File: src/rtl/axi_slave_responder_pkg.sv
// Shared types for the memory-backed AXI responder: bus bundles, FSM states,
// burst encodings and a size-clamping helper.
package axi_slave_responder_pkg;

  localparam int AXI_DW     = 8;
  localparam int AXI_AW     = 16;
  localparam int AXI_IDW    = 5;
  localparam int AXI_IDR    = 5;
  localparam int STRB_WIDTH = AXI_DW / 8;

  localparam logic [1:0] BURST_FIXED = 2'b00;

  typedef enum logic [1:0] {W_IDLE, W_DATA, W_RESP} wr_state_t;
  typedef enum logic       {R_IDLE, R_DATA}         rd_state_t;

  // Master-to-slave signals: AW, W, AR channels plus the B/R ready lines.
  typedef struct packed {
    logic                  aw_valid;
    logic [AXI_IDW-1:0]    aw_id;
    logic [AXI_AW-1:0]     aw_addr;
    logic [7:0]            aw_len;
    logic [2:0]            aw_size;
    logic [1:0]            aw_burst;
    logic                  w_valid;
    logic [AXI_DW-1:0]     w_data;
    logic [STRB_WIDTH-1:0] w_strb;
    logic                  w_last;
    logic                  b_ready;
    logic                  ar_valid;
    logic [AXI_IDR-1:0]    ar_id;
    logic [AXI_AW-1:0]     ar_addr;
    logic [7:0]            ar_len;
    logic [2:0]            ar_size;
    logic [1:0]            ar_burst;
    logic                  r_ready;
  } axi_mosi_t;

  // Slave-to-master signals: address/data readies and the B/R channels.
  typedef struct packed {
    logic                  aw_ready;
    logic                  w_ready;
    logic                  b_valid;
    logic [AXI_IDW-1:0]    b_id;
    logic [1:0]            b_resp;
    logic                  ar_ready;
    logic                  r_valid;
    logic [AXI_IDR-1:0]    r_id;
    logic [AXI_DW-1:0]     r_data;
    logic [1:0]            r_resp;
    logic                  r_last;
  } axi_miso_t;

  // Limit AxSIZE to the widest beat the data bus can carry.
  function automatic logic [2:0] clamp_size(input logic [2:0] size, input int max_size);
    logic [2:0] res;
    res = size;
    if (int'(size) > max_size) res = 3'(max_size);
    return res;
  endfunction

endpackage

File: src/rtl/axi_resp_mem.sv
// Byte-lane memory: one strobed write port, one asynchronous lane-wide read
// port. Lane addresses wrap modulo the array depth. Contents are not reset.
module axi_resp_mem #(
  parameter int DATA_WIDTH = 8,
  parameter int MEM_DEPTH  = 256
) (
  input  logic                           clk_i,
  input  logic                           we_i,
  input  logic [$clog2(MEM_DEPTH)-1:0]   waddr_i,
  input  logic [DATA_WIDTH-1:0]          wdata_i,
  input  logic [DATA_WIDTH/8-1:0]        wstrb_i,
  input  logic [$clog2(MEM_DEPTH)-1:0]   raddr_i,
  output logic [DATA_WIDTH-1:0]          rdata_o
);
  localparam int LANES = DATA_WIDTH / 8;
  localparam int MA_W  = $clog2(MEM_DEPTH);

  logic [7:0] mem_q [MEM_DEPTH];

  // Strobed byte writes; each lane lands at waddr + lane.
  always_ff @(posedge clk_i) begin
    if (we_i) begin
      for (int l = 0; l < LANES; l++) begin
        if (wstrb_i[l]) mem_q[waddr_i + MA_W'(l)] <= wdata_i[l*8 +: 8];
      end
    end
  end

  // Read lanes combinationally so a same-cycle write is seen one cycle later.
  for (genvar gi = 0; gi < LANES; gi++) begin : g_rd_lane
    assign rdata_o[gi*8 +: 8] = mem_q[raddr_i + MA_W'(gi)];
  end

endmodule

File: src/rtl/axi_slave_responder.sv
// Memory-backed AXI slave: independent write (AW/W/B) and read (AR/R) FSMs
// sharing one byte array, with burst counters and a sticky WLAST error flag.
module axi_slave_responder
  import axi_slave_responder_pkg::*;
#(
  parameter int AXI_DATA_WIDTH = AXI_DW,
  parameter int ADDR_WIDTH     = AXI_AW,
  parameter int ID_W_WIDTH     = AXI_IDW,
  parameter int ID_R_WIDTH     = AXI_IDR,
  parameter int MEM_DEPTH      = 256
) (
  input  logic        clk_i,
  input  logic        arstn_i,
  input  axi_mosi_t   s_axi_i,
  output axi_miso_t   s_axi_o,
  output logic [15:0] wr_bursts_o,
  output logic [15:0] rd_bursts_o,
  output logic        proto_err_o
);
  localparam int LANES    = AXI_DATA_WIDTH / 8;
  localparam int MAX_SIZE = $clog2(LANES);
  localparam int MA_W     = $clog2(MEM_DEPTH);

  wr_state_t             wr_state_q, wr_state_d;
  logic [ID_W_WIDTH-1:0] awid_q, awid_d;
  logic [MA_W-1:0]       waddr_q, waddr_d;
  logic [7:0]            wlen_q, wlen_d;
  logic [2:0]            wsize_q, wsize_d;
  logic [1:0]            wburst_q, wburst_d;
  logic [8:0]            wbeat_q, wbeat_d;
  logic                  aw_ready_q, aw_ready_d, w_ready_q, w_ready_d, b_valid_q, b_valid_d;
  logic [15:0]           wr_bursts_q, wr_bursts_d;
  logic                  proto_err_q, proto_err_d;
  logic                  mem_we, w_last_beat;

  rd_state_t             rd_state_q, rd_state_d;
  logic [ID_R_WIDTH-1:0] rid_q, rid_d;
  logic [MA_W-1:0]       raddr_q, raddr_d;
  logic [7:0]            rlen_q, rlen_d;
  logic [2:0]            rsize_q, rsize_d;
  logic [1:0]            rburst_q, rburst_d;
  logic [8:0]            rbeat_q, rbeat_d;
  logic                  ar_ready_q, ar_ready_d, r_valid_q, r_valid_d;
  logic [15:0]           rd_bursts_q, rd_bursts_d;
  logic                  r_last_beat;
  logic [AXI_DATA_WIDTH-1:0] mem_rdata;

  // Only the low address bits index the array; the rest are ignored.
  logic unused_ok;
  assign unused_ok = ^{s_axi_i.aw_addr, s_axi_i.ar_addr, ADDR_WIDTH[0]};

  assign w_last_beat = (wbeat_q == {1'b0, wlen_q});
  assign r_last_beat = (rbeat_q == {1'b0, rlen_q});

  // Write FSM next state: accept AW, store W beats, return B.
  always_comb begin
    wr_state_d  = wr_state_q;
    awid_d      = awid_q;
    waddr_d     = waddr_q;
    wlen_d      = wlen_q;
    wsize_d     = wsize_q;
    wburst_d    = wburst_q;
    wbeat_d     = wbeat_q;
    wr_bursts_d = wr_bursts_q;
    proto_err_d = proto_err_q;
    mem_we      = 1'b0;
    case (wr_state_q)
      W_IDLE: begin
        if (s_axi_i.aw_valid && aw_ready_q) begin
          awid_d     = s_axi_i.aw_id;
          waddr_d    = s_axi_i.aw_addr[MA_W-1:0];
          wlen_d     = s_axi_i.aw_len;
          wsize_d    = clamp_size(s_axi_i.aw_size, MAX_SIZE);
          wburst_d   = s_axi_i.aw_burst;
          wbeat_d    = '0;
          wr_state_d = W_DATA;
        end
      end
      W_DATA: begin
        if (s_axi_i.w_valid && w_ready_q) begin
          mem_we  = 1'b1;
          wbeat_d = wbeat_q + 9'd1;
          // WRAP is handled like INCR; FIXED keeps hitting the same address.
          if (wburst_q != BURST_FIXED) waddr_d = waddr_q + (MA_W'(1) << wsize_q);
          // The AWLEN count is authoritative; a disagreeing WLAST only flags.
          if (s_axi_i.w_last != w_last_beat) proto_err_d = 1'b1;
          if (w_last_beat) wr_state_d = W_RESP;
        end
      end
      W_RESP: begin
        if (b_valid_q && s_axi_i.b_ready) begin
          wr_state_d  = W_IDLE;
          wr_bursts_d = wr_bursts_q + 16'd1;
        end
      end
      default: wr_state_d = W_IDLE;
    endcase
    aw_ready_d = (wr_state_d == W_IDLE);
    w_ready_d  = (wr_state_d == W_DATA);
    b_valid_d  = (wr_state_d == W_RESP);
  end

  // Read FSM next state: accept AR, stream beats while RREADY is high.
  always_comb begin
    rd_state_d  = rd_state_q;
    rid_d       = rid_q;
    raddr_d     = raddr_q;
    rlen_d      = rlen_q;
    rsize_d     = rsize_q;
    rburst_d    = rburst_q;
    rbeat_d     = rbeat_q;
    rd_bursts_d = rd_bursts_q;
    case (rd_state_q)
      R_IDLE: begin
        if (s_axi_i.ar_valid && ar_ready_q) begin
          rid_d      = s_axi_i.ar_id;
          raddr_d    = s_axi_i.ar_addr[MA_W-1:0];
          rlen_d     = s_axi_i.ar_len;
          rsize_d    = clamp_size(s_axi_i.ar_size, MAX_SIZE);
          rburst_d   = s_axi_i.ar_burst;
          rbeat_d    = '0;
          rd_state_d = R_DATA;
        end
      end
      R_DATA: begin
        if (r_valid_q && s_axi_i.r_ready) begin
          rbeat_d = rbeat_q + 9'd1;
          if (rburst_q != BURST_FIXED) raddr_d = raddr_q + (MA_W'(1) << rsize_q);
          if (r_last_beat) begin
            rd_state_d  = R_IDLE;
            rd_bursts_d = rd_bursts_q + 16'd1;
          end
        end
      end
      default: rd_state_d = R_IDLE;
    endcase
    ar_ready_d = (rd_state_d == R_IDLE);
    r_valid_d  = (rd_state_d == R_DATA);
  end

  // State and payload registers; readies come up one cycle after reset release.
  always_ff @(posedge clk_i or negedge arstn_i) begin
    if (!arstn_i) begin
      wr_state_q  <= W_IDLE;
      awid_q      <= '0;
      waddr_q     <= '0;
      wlen_q      <= '0;
      wsize_q     <= '0;
      wburst_q    <= '0;
      wbeat_q     <= '0;
      aw_ready_q  <= 1'b0;
      w_ready_q   <= 1'b0;
      b_valid_q   <= 1'b0;
      wr_bursts_q <= '0;
      proto_err_q <= 1'b0;
      rd_state_q  <= R_IDLE;
      rid_q       <= '0;
      raddr_q     <= '0;
      rlen_q      <= '0;
      rsize_q     <= '0;
      rburst_q    <= '0;
      rbeat_q     <= '0;
      ar_ready_q  <= 1'b0;
      r_valid_q   <= 1'b0;
      rd_bursts_q <= '0;
    end else begin
      wr_state_q  <= wr_state_d;
      awid_q      <= awid_d;
      waddr_q     <= waddr_d;
      wlen_q      <= wlen_d;
      wsize_q     <= wsize_d;
      wburst_q    <= wburst_d;
      wbeat_q     <= wbeat_d;
      aw_ready_q  <= aw_ready_d;
      w_ready_q   <= w_ready_d;
      b_valid_q   <= b_valid_d;
      wr_bursts_q <= wr_bursts_d;
      proto_err_q <= proto_err_d;
      rd_state_q  <= rd_state_d;
      rid_q       <= rid_d;
      raddr_q     <= raddr_d;
      rlen_q      <= rlen_d;
      rsize_q     <= rsize_d;
      rburst_q    <= rburst_d;
      rbeat_q     <= rbeat_d;
      ar_ready_q  <= ar_ready_d;
      r_valid_q   <= r_valid_d;
      rd_bursts_q <= rd_bursts_d;
    end
  end

  axi_resp_mem #(
    .DATA_WIDTH(AXI_DATA_WIDTH),
    .MEM_DEPTH (MEM_DEPTH)
  ) u_mem (
    .clk_i  (clk_i),
    .we_i   (mem_we),
    .waddr_i(waddr_q),
    .wdata_i(s_axi_i.w_data),
    .wstrb_i(s_axi_i.w_strb),
    .raddr_i(raddr_q),
    .rdata_o(mem_rdata)
  );

  // Drive the slave-side bus; RDATA is forced to zero whenever RVALID is low.
  always_comb begin
    s_axi_o          = '0;
    s_axi_o.aw_ready = aw_ready_q;
    s_axi_o.w_ready  = w_ready_q;
    s_axi_o.b_valid  = b_valid_q;
    s_axi_o.b_id     = awid_q;
    s_axi_o.ar_ready = ar_ready_q;
    s_axi_o.r_valid  = r_valid_q;
    s_axi_o.r_id     = rid_q;
    s_axi_o.r_data   = r_valid_q ? mem_rdata : '0;
    s_axi_o.r_last   = r_valid_q && r_last_beat;
  end

  assign wr_bursts_o = wr_bursts_q;
  assign rd_bursts_o = rd_bursts_q;
  assign proto_err_o = proto_err_q;

endmodule

File: config.mk
export PLATFORM = sky130hd
export DESIGN_NAME = axi_slave_responder
export DESIGN_NICKNAME = d
export VERILOG_FILES = /design/src/rtl/axi_slave_responder_pkg.sv /design/src/rtl/axi_resp_mem.sv /design/src/rtl/axi_slave_responder.sv
export SDC_FILE = /design/constraint.sdc
export NUM_CORES = 2
export LEC_CHECK = 0
export ABC_AREA = 0
export ABC_CLOCK_PERIOD_IN_PS = 3600
export CORE_ASPECT_RATIO = 0.8
export CORE_MARGIN = 2
export CORE_UTILIZATION = 45
export DETAILED_ROUTE_END_ITERATION = 16
export GPL_TIMING_DRIVEN = 0
export PLACE_DENSITY_LB_ADDON = 0.08
export SYNTH_ARGS = -nofsm -noshare
export SYNTH_HDL_FRONTEND = slang
export SYNTH_HIERARCHICAL = 1
export SYNTH_SLANG_ARGS = --single-unit
File: constraint.sdc
create_clock -name clk_i -period 3.6 [get_ports clk_i]
set_input_delay 0.54 -clock clk_i [delete_from_list [all_inputs] [get_ports clk_i]]
set_output_delay 0.54 -clock clk_i [all_outputs]
set_load 0.1 [all_outputs]
---- After elaboration in Yosys (flattened, before gate mapping) ----
Memory sizes are Yosys's and may differ from the RTL's.
Index checks and enable logic that the tools add are counted.
storage, ports and cells
  bits in read-only memories .............. 0
  bits of input ports ..................... 85
  bits in registers ....................... 110
  memories ................................ 1
  latch bits .............................. 0
  output and inout bits ................... 61
  RAM bits ................................ 2048
memory list
  memory       depth  width  read ports  clocked after Yosys merged registers in  write ports  RTL line            RTL
  u_mem.mem_q  256    8      1           0                                        1            axi_resp_mem.sv:18  logic [7:0] mem_q [MEM_DEPTH];
cells by class
  equality and inequality tests ........... 13
  bitwise logic cells ..................... 2
  add/sub/neg operators ................... 6
  muxes and demuxes ....................... 31
  shift operators ......................... 2
  multiply operators ...................... 0
  reductions and logical operators ........ 20
  $lt $le $gt $ge ......................... 2
  div/mod/pow operators ................... 0
operator list
  operator                                                                  count
  8-bit two-way mux                                                         7
  9-bit two-way mux                                                         4
  9-bit case mux with 2 select lines                                        2
  16-bit by 1-bit adder with 16-bit output (second input constant)          2
  8-bit case mux with 2 select lines                                        2
  9-bit by 1-bit adder with 9-bit output (second input constant)            2
  9-bit by 8-bit == test with 1-bit output                                  2
  8-bit adder                                                               2
  1-bit by 3-bit left shift with 8-bit output (first input constant)        2
  3-bit AND reduction                                                       4
  1-bit two-way mux                                                         8
  2-bit two-way mux                                                         4
  2-bit inequality test (second input constant)                             4
  2-bit AND reduction                                                       4
  3-bit by 1-bit > comparator with 1-bit output (second input constant)     2
  1-bit logical AND                                                         6
  3-bit two-way mux                                                         2
  2-bit case mux with 3 select lines                                        1
  2-bit nonzero test                                                        3
  2-bit by 1-bit == test with 1-bit output (second input constant)          2
  2-bit == test (second input constant)                                     2
  2-bit zero test                                                           2
  2-bit by 1-bit inequality test with 1-bit output (second input constant)  2
  4-bit AND reduction                                                       1
  3 further kinds                                                           4

---- Logic depth before layout (Yosys ltp) ----
  depth in word-level cells ............... 5
  mapped depth ............................ 12

---- Cells and area by module ----
The synthesis kept the hierarchy.
by module, submodules not included
  module               sequential area each (sq um)  area each (sq um)  instances  cells each
  axi_resp_mem         61499.0                       79705.2            1          3754
  axi_slave_responder  2752.6                        5843.1             1          552

---- Least setup slack after synthesis ----
No wires, ideal clock.
  path kind ............................... register -> output
  start point ............................. reg rbeat_q[2]
  end point ............................... out s_axi_o[0] (netlist name)
  data arrival time ....................... 2.833 ns
  path slack .............................. 0.227 ns
  stages on the path, launching flop included .. 4
  cells stage by stage .................... dfrtp_1 xnor2_1 nand3b_2 nor3_1
RTL lines
  item                    RTL line                    RTL
  from (decl)             axi_slave_responder.sv:42   logic [8:0] rbeat_q, rbeat_d;
  from (signal assigned)  axi_slave_responder.sv:185  rbeat_q <= rbeat_d;
  to (decl)               axi_slave_responder.sv:15   output axi_miso_t s_axi_o,

==> metrics.cfg <==
[finish]
area_growth_pct=19.9
layout.nets=4885
drive_above_1_share_pct=31.0
fillCellCount=14695
final_area_um2=103000

[logic_synthesis]
yosysTopAreaCellShare_pct=71.9
netlist_area_um2=85500
synth_cell_type_count=91
synth-seq-cells=2158
async_flop_share_pct=5.10
synth-edff-count=2048
synth_top_flop_cell=edfxtp_1
yosys_warnings=6
synthCells=4306
synthTopCellsByArea=edfxtp_1 72%, mux4_2 10%, dfrtp_1 3.2%
seq_area_frac_synth_pct=75.1
yosysTopAreaCell=edfxtp_1
syn_avg_cell_area_um2=19.9

[clocking]
path_clk_slew_ps=60
clock_path_buffers=3
clk_latency_ps=870
cts_tree=built
numCtsBuffers=211
cts-htree-levels=4
cts_sinks=2158
clockRootBuffer=clkbuf_16

[place]
hpwl_um=193000
io_buffer_count=119
place_area_um2=90400
gp_congestion=0.948

[pwr]
power_mw=80.7
p_leak_nw=32.4
p_per_area_nw_per_um2=787
p_comb_share_pct=38.3
clock_power_share_pct=26.7
p_seq_share_pct=35.0
p_sw_mw=29.4
internal_power_mw=51.3
swShare_pct=36.4
ir_drop_mv=0.526

[global_routing]
grt_usage_pct=30.0
antenna_found_initial=8
grt_overflow=0
grt_pass1_vias=44904
grt_max_degree=138
grt_pass1_wl_um=393000

[sta]
worst_pin_slew_ps=1510
slew_headroom_pct=-0.637
max_freq_mhz=198
slew_violations=11
setup_violations=8
clock_skew_ps=57.9
rsz0062_at_grt=yes
hold_viol_final=0
finalCritPeriodShare_pct=140
fin_crit_ps=5050
setup_slack_ps=-1450

[critical_path]
crit_path_top_delay_cell=a21oi_1
cp_max_fo=8
path_cells=buf_12 -> buf_12 -> buf_16 -> buf_16 -> buf_4 -> mux4_2 -> a22oi_1 -> a21oi_1 -> nor3_2 -> a211oi_1 -> nor3b_4 -> and2_4 -> buf_12
cp.required_ps=3060
start_kind=flip-flop
crit_path_end_kind=primary output
crit_type=reg -> out
slowest_delay_ps=600
crit_arrival_ps=4510
critPathMostFrequentCell=buf_12

[route]
first_iter_violations=6852
vias=47954
drt_wl_total_um=295000
viasPerCell=6.39
firstDrtPassIters=6
drc=0
wl_per_cell_um=39.3
final_antenna_net_count=0

[outcome]
status=finished with violations
violations=max-capacitance violations, max-slew violations, negative setup slack

[die]
std_cell_rows=143
die_w_um=491
start_util_pct=45.1
fp.dieArea_um2=194000
io_pins=146
die_h_um=394
fp.coreArea_um2=189000

[flow_run]
maxCapViolCount=1

[hold_path]
hold_class=in -> async

timing repair:
action	4_1_cts	5_1_grt
buffers inserted	71	54
cloned	1	6
endpoints found under the hold margin	110	0
pin swaps	65	54
resized for setup	967	122
endpoints found under the setup margin	1549	866
hold buffers	1	0
worst max-delay path, delay by kind of cell, from the launching register on:
kind | cells | cell delay [ps]
and+or+nand+nor | 3 | 750
AOI/OAI and AO/OA | 3 | 1010
buffers and inverters | 6 | 1030
muxes | 1 | 370
DFF | 1 | 460
Yosys cell counts, types with 13 or more instances:
cell type / count
dfrtp_1: 110
edfxtp_1: 2048
mux4_2: 397
nor2b_1: 33
a211oi_1: 17
nor2_1: 317
a221oi_1: 13
nor4_1: 24
o221ai_1: 42
o21ai_0: 28
mux4_1: 45
a22oi_1: 135
buf_6: 29
o22ai_1: 42
inv_1: 17
nand3_1: 57
clkbuf_1: 111
xnor2_1: 40
nand4_1: 21
a21oi_1: 106
a22o_1: 16
nand2_1: 94
xor2_1: 15
buf_1: 19
mux2_2: 32
nor3_1: 27
buf_4: 36
buf_2: 38
and2_1: 23
mux2i_1: 163
ha_1: 18
flip-flops by register name, summed over array words and instances, names as in the netlist, 8 cells and up:
register,cells
u_mem/mem_q,2048
waddr_q,8
rlen_q,8
wbeat_q,9
wlen_q,8
rbeat_q,9
wr_bursts_o,16
raddr_q,8
rd_bursts_o,16
path summary, 6_finish.rpt:
path                             startpoint                  end  slack [ps]  depth (start not counted)
worst min-delay path                arstn_i            wlen_q[5]         120                          2
worst max register to register   waddr_q[5]  u_mem/mem_q[107][0]          60                          4
max in group asynchronous           arstn_i           raddr_q[1]        2640                          3
min in group clk_i              s_axi_i[41]   u_mem/mem_q[45][2]         120                          1
worst max-delay path             raddr_q[0]           s_axi_o[7]       -1450                         13
worst min register to register  proto_err_o          proto_err_o         480                          1
final cells by class:
type,instances,area (um2),area share [%]
multi-input cells,1870,22200,21.6
clock buffers,273,5550,5.42
inverters,17,63.8,0.0622
clock inverters,118,1080,1.05
plain buffers,255,3040,2.96
diodes,7,17.5,0.0171
flip-flops and latches,2158,64300,62.7
repair buffers,267,3180,3.10
well taps,2537,3170,3.09
through the flow:
step | TNS, ps | instances | setup slack (ps) | utilization [%] | hold slack, ps
global placement | - | 6965 | -6720 | 47.5 | 459
global route | -10830 | 7496 | -1400 | 54.1 | 109
CTS | -12380 | 7438 | -1340 | 53.5 | 74.5
detailed placement | -1741750 | 6981 | -3920 | 47.7 | 439
floorplan | 0 | 4309 | 227 | - | 244
finish | -10950 | 7502 | -1450 | 54.1 | 120
power groups by stage:
stage               clock network [mW]  registers (mW)  logic (mW)
finish                            21.6            28.3        30.9
global route                      22.9            28.3        31.1
CTS                               21.9            28.3        28.7
detailed placement                   0            28.8        24.7
global placement                     0            29.1        24.6
floorplan                            0            29.1        13.2
kinds of logic after synthesis:
kind of cell	synth area share (%)
buffers and inverters	2.11
adders and majority gates	0.310
AOI/OAI and AO/OA	3.89
muxes	14.2
xor gates and xnor gates	0.563
other	0.00438
and+or+nand+nor	3.85
DFF	75.1
per-layer routing:
metal  GRT usage [%]  share of wire, %  vias to the layer above
met4            10.3               4.0                        2
met3            9.50                13                      493
met1            44.4                41                    25777
li1                -                 -                    18742
met5           0.271             0.023                        -
met2            42.0                42                     2940
placed cells by master, fill, tap and decap left out, types with 16 or more instances in the layout:
master	instances
nand2_1	87
dfrtp_1	105
buf_12	51
nand4_1	21
nor2_2	70
clkinv_1	48
clkbuf_2	18
buf_6	23
buf_4	133
a21oi_2	34
o221ai_2	20
nand3_1	49
clkbuf_16	220
inv_1	17
nor2_4	131
clkdlybuf4s50_1	101
mux2i_1	154
xnor2_1	40
a22oi_2	33
clkbuf_4	28
clkbuf_1	100
o221ai_1	21
clkbuf_8	24
a22o_1	16
buf_8	25
nor2b_1	30
o22ai_1	37
o21ai_0	22
ha_1	18
mux4_1	42
mux2_2	32
a21oi_1	58
mux4_2	400
nor2_1	120
buf_16	54
clkinv_2	39
a22oi_1	102
edfxtp_1	2048
Note: power is estimated with default switching activity, not from simulation.
